<file path="src/rtl/decoder_5to32.sv">
// -----------------------------------------------------------------------------
// decoder_5to32
//   Enable-gated binary-to-one-hot decoder. Converts an IN_W-bit unsigned
//   index into a 2**IN_W-bit one-hot select vector. With the default
//   IN_W=5 it drives the 32 write selects of the register file.
//
//   Select bit k is high iff enable=1 and in==k. At most one bit is ever
//   high: exactly one while enabled, none while disabled. Every index value
//   is legal, so there is no out-of-range case.
//
//   REG_OUT=0 : select follows the inputs combinationally (zero latency).
//               clk and reset_n are unused and there is no state.
//   REG_OUT=1 : select is registered on the rising edge of clk (one-cycle
//               latency). A low reset_n clears select on that edge and wins
//               over enable. The value before the first reset edge is
//               undefined.
//
// Parameters
//   IN_W     width of the index input; the select output is 2**IN_W wide
//   REG_OUT  0 = combinational select, 1 = registered select
//
// Ports
//   clk      in   1         system clock (used only when REG_OUT=1)
//   reset_n  in   1         synchronous active-low reset (REG_OUT=1 only)
//   enable   in   1         decode enable; 0 forces every select low
//   in       in   IN_W      binary index to decode (unsigned)
//   select   out  2**IN_W   one-hot select; bit 0 <-> in==0, MSB <-> max index
// -----------------------------------------------------------------------------
module decoder_5to32 #(
  parameter int IN_W    = 5,
  parameter bit REG_OUT = 1'b0
) (
  input  logic                 clk,
  input  logic                 reset_n,
  input  logic                 enable,
  input  logic [IN_W-1:0]      in,
  output logic [2**IN_W-1:0]   select
);

  localparam int OUT_W = 2**IN_W;

  logic [OUT_W-1:0] decoded;

  // The index is exactly IN_W bits wide, so it always addresses a bit of
  // decoded; enable gates the single bit that gets set.
  always_comb begin
    // NOTE: assigning a default before any conditional write keeps this
    // block purely combinational; without it a disabled decode would have to
    // hold its old value and a latch would be inferred.
    decoded = '0;
    if (enable) begin
      decoded[in] = 1'b1;
    end
  end

  generate
    if (REG_OUT) begin : g_reg
      logic [OUT_W-1:0] select_q;

      // Reset is checked first so it overrides any enabled decode on the
      // same edge; decoding resumes on the first edge with reset_n high.
      always_ff @(posedge clk) begin
        // NOTE: non-blocking assignments here so every flop samples the
        // pre-edge value of decoded, independent of block ordering.
        if (!reset_n) begin
          select_q <= '0;
        end else begin
          select_q <= decoded;
        end
      end

      assign select = select_q;
    end else begin : g_comb
      // Clock and reset have no function in the combinational build; fold
      // them into a deliberately unused net so they are visibly accounted for.
      logic unused_clk_rst;
      assign unused_clk_rst = clk ^ reset_n;

      assign select = decoded;
    end
  endgenerate

endmodule

</file>
<file path="config.mk">
export PLATFORM = sky130hd
export DESIGN_NAME = decoder_5to32
export DESIGN_NICKNAME = d
export VERILOG_FILES = /design/src/rtl/decoder_5to32.sv
export SDC_FILE = /design/constraint.sdc
export NUM_CORES = 1
export LEC_CHECK = 0
export ABC_CLOCK_PERIOD_IN_PS = 1100
export BUFFER_PORTS_ARGS = -buffer_cell sky130_fd_sc_hd__buf_2
export CAP_MARGIN = 40
export CORE_AREA = 2 2 39 41
export DETAILED_ROUTE_END_ITERATION = 10
export DIE_AREA = 0 0 41 43
export REMOVE_ABC_BUFFERS = 1
export SYNTH_ARGS = -nofsm -noshare
export SYNTH_HDL_FRONTEND = slang
export SYNTH_SLANG_ARGS = --single-unit
</file>
<file path="constraint.sdc">
create_clock -name vclk -period 1.1
set_input_delay 0 -clock vclk [all_inputs]
set_output_delay 0 -clock vclk [all_outputs]
set_load 0.05 [all_outputs]
</file>
### Word-level counts from Yosys, hierarchy flattened

Cells that the tools add are included.

* flip-flop bits (word level): 0
* bits in latches: 0
* bits in writable memories: 0
* bits in read-only memories: 0
* input bits: 8
* output and inout bits: 32
* word-level logic and storage cells: 6
* memories kept: 0

* $add $sub $neg: 0
* multiply operators: 0
* div/mod/pow operators: 0
* order comparisons: 2
* equal/unequal tests: 0
* shift operators: 0
* mux-type cells: 3
* bitwise gates (word level): 0
* reductions and logical operators: 1

Operator list (count)
* $mux W32: 1
* $lt A5 B6 Y1 const B: 1
* $demux W1 S5: 1
* $ge A5 B1 Y1 const B: 1
* $logic_and A1 B1 Y1: 1
* $mux W1: 1

### Depth between registers and ports, before layout

* depth after elaboration: 5
* mapped depth: 3
* mapped depth without buffers: 2

### Least setup slack after synthesis

Ideal clock, no wire load.

* path kind: in2out
* start: in in[3]
* end: out select[0]
* arrival time: 1250 ps
* data required time: 1100 ps
* setup slack: -150 ps
* stages on the path: 2
* buffers on the path: 0
* cell sequence: or4b_1 nor2_1

* word-level cells in the longest chain between the ends: 5
* elaborated cells on any way between the ends: 6
* classes of those cells: 2 x order compare; 3 x mux; 1 x reduce/logical

Ends and longest elaborated chain
* start, declared: line 36 `input logic [IN_W-1:0] in,`
* $lt A5 B6 Y1 (implied by the code) / $ge A5 B1 Y1 (equally long branches): line 52 `decoded[in] = 1'b1;`
* $logic_and A1 B1 Y1 (implied by the code): line 52
* $mux W1 (implied by the code): line 52
* $demux W1 S5 *: line 52
* $mux W32 *: line 51 `if (enable) begin`
* end, declared: line 37 `output logic [2**IN_W-1:0] select`

Mark *: on every way between the ends. The rest lies on a longest branch, timed or not.

### Worst setup path in the final report

* start: in in[3]
* end: out select[1]

The elaborated chain is that of the path after synthesis.

==> metrics.md <==
| Metric | Value |
|---|---|
| Final Cycle Share | `96.95%` |
| Via count | `447` |
| Die X | `41 µm` |
| HPWL Detailed | `782.3 µm` |
| Gate Count Post-Synth | `47` |
| Min Clock Period, post-route | `1.066 ns` |
| Overflow after GRT | `0` |
| Pin count of the biggest net entering global routing | `9` |
| Finished Layout Cells | `102` |
| Die area | `1763 µm²` |
| Hold Path End | `select[2]` |
| Final ANT Viol Nets | `0` |
| Leakage | `0.0002829 µW` |
| Delay-heaviest family, CP | `simple AND/OR/NAND/NOR gates` |
| Hold Vio Cnt, Final | `0` |
| CP cell instances | `buf_2 -> or4b_1 -> nor2_1 -> buf_4` |
| Initial DRT Pass Iterations | `4` |
| Hold/Removal Path Class | `in -> out` |
| Slew margin rel. | `79.15%` |
| Status | `completed` |
| Post-Route WL | `963 µm` |
| Main area contributors after synthesis | `nor2_1 (52%), nand4bb_1 (15%), nand4b_1 (11%), nand2b_1 (5.4%), clkbuf_1 (4.9%)` |
| # DRC | `0` |
| Synth Area per Inst | `4.898 µm²` |
| Gpl congestion | `0.6241` |
| Worst Path Required | `1.10 ns` |
| Critical Path Fanout Max | `4` |
| Initial Utilization | `16.64%` |
| Clkbuf count | `0` |
| Initial DRC Count | `14` |
| Fmax | `937.7 MHz` |
| Placed cell area | `459.2 µm²` |
| Area Growth Syn to Fin | `105.4%` |
| Gr usage total | `9.391%` |
| CP Capture Type | `output pin` |
| Sequential element share of the synthesized area | `0%` |
| Layout cells sized above 1 | `48.84%` |
| Max cap viols | `0` |
| Rows | `14` |
| Hold Path Stages | `4` |
| Finish-stage setup viols | `0` |
| Placed Cells | `102` |
| Post-CTS Setup Bufs | `0` |
| DR WL/cell | `9.441 µm` |
| Max stage delay on crit path | `0.60 ns` |
| Max Transition Viols Final | `0` |
| I/O Buffers | `38` |
| Most common cell in the netlist | `nor2_1` |
| Crit path launch type | `input pin` |
| First-pass GRT wire length | `1255 µm` |
| Slew of the pin with the lowest slew margin | `0.3128 ns` |
| Antenna violations before repair | `0` |
| Post-synthesis cell type count | `9` |
| Hold_buf cts | `0` |
| Nets | `96` |
| Slowest CP cell | `or4b_1` |
| Mapped cell area | `230.2 µm²` |
| Hold wc startpoint | `in[2]` |
| Post-synth top area cell | `nor2_1` |
| Most frequent cells after synthesis | `nor2_1 (32), clkbuf_1 (3), nand4b_1 (3), nand4bb_1 (3), nand2b_1 (2)` |
| Diodes inserted | `0` |
| Power per cell area | `275.2 nW/µm²` |
| Design area | `473.0 µm²` |
| Register area | `0 µm²` |
| Yosys synthesis warning count | `0` |
| Critical path data arrival time | `1.07 ns` |
| Vias in the first global route | `307` |
| Routed vias/inst | `4.382` |
| Pwr Total | `130.1 µW` |
| Fill cells | `169` |
| Core area | `1384 µm²` |
| Die Y | `43 µm` |
| Crit path kind | `in -> out` |
| Fin util | `34.18%` |
| Peak VDD IR | `0.00008571 V` |
| Final setup TNS | `0 ns` |
| Post-synth top area share | `52.17%` |
| Seq_cells | `0` |
| Top-Level Pins | `40` |
| CP bufs+invs | `2` |
[report_power, final]
part           internal (µW)  switching (µW)  leakage (µW)
registers                  0               0             0
clock network              0               0             0
logic                   39.8            90.3      0.000283
total                   39.8            90.3      0.000283
[worst max-delay path by stage]
stage,startpoint,endpoint,depth (start not counted)
global route,in[3],select[1],4
detailed placement,in[3],select[2],4
finish,in[3],select[1],4
CTS,in[3],select[0],4
floorplan,in[3],select[0],2
global placement,in[3],select[1],4
[area by class of cell]
class / instances / area [µm²] / area share (%)
well taps: 16 / 20.02 / 4.233
multi-input cells: 44 / 219.0 / 46.30
repair buffers: 42 / 234.0 / 49.47
[logic make-up (layout without fill, tap and decap cells)]
| logic type | count (synthesis) | count (layout) | synth area share, % |
|---|---|---|---|
| and+or+nand+nor | 44 | 44 | 95.11 |
| buffers and inverters | 3 | 42 | 4.891 |
[metal layers]
metal / GRT usage, % / vias to the layer above / wire length [µm]
li1: - / 236 / -
met1: 13.61 / 188 / 433
met2: 15.94 / 23 / 443
met3: 0 / 0 / 86
met4: 0 / 0 / 0
met5: 0 / - / 0
[repair_timing]
item                       4_1_cts  5_1_grt
setup endpoints to repair        0        4
resized for setup                0        9
hold endpoints to repair         0        0
[stage by stage]
stage	hold WS, ns	worst slack, ns
2_1_floorplan	0.3096	-0.1499
3_3_place_gp	0.5153	0.01511
3_5_place_dp	0.5180	0.006941
5_1_grt	0.5254	-0.01082
6_report	0.4844	0.03357
4_1_cts	0.5186	0.006099
[cell usage in the layout, fill, tap and decap left out]
cell	instances
nor2_1	32
or2_1	1
nand4b_1	3
buf_2	34
nand2_1	1
or4b_1	1
nand2b_1	2
nand4_1	1
buf_6	1
nand4bb_1	3
buf_4	7
No activity file was read; power rests on OpenSTA's default activity.
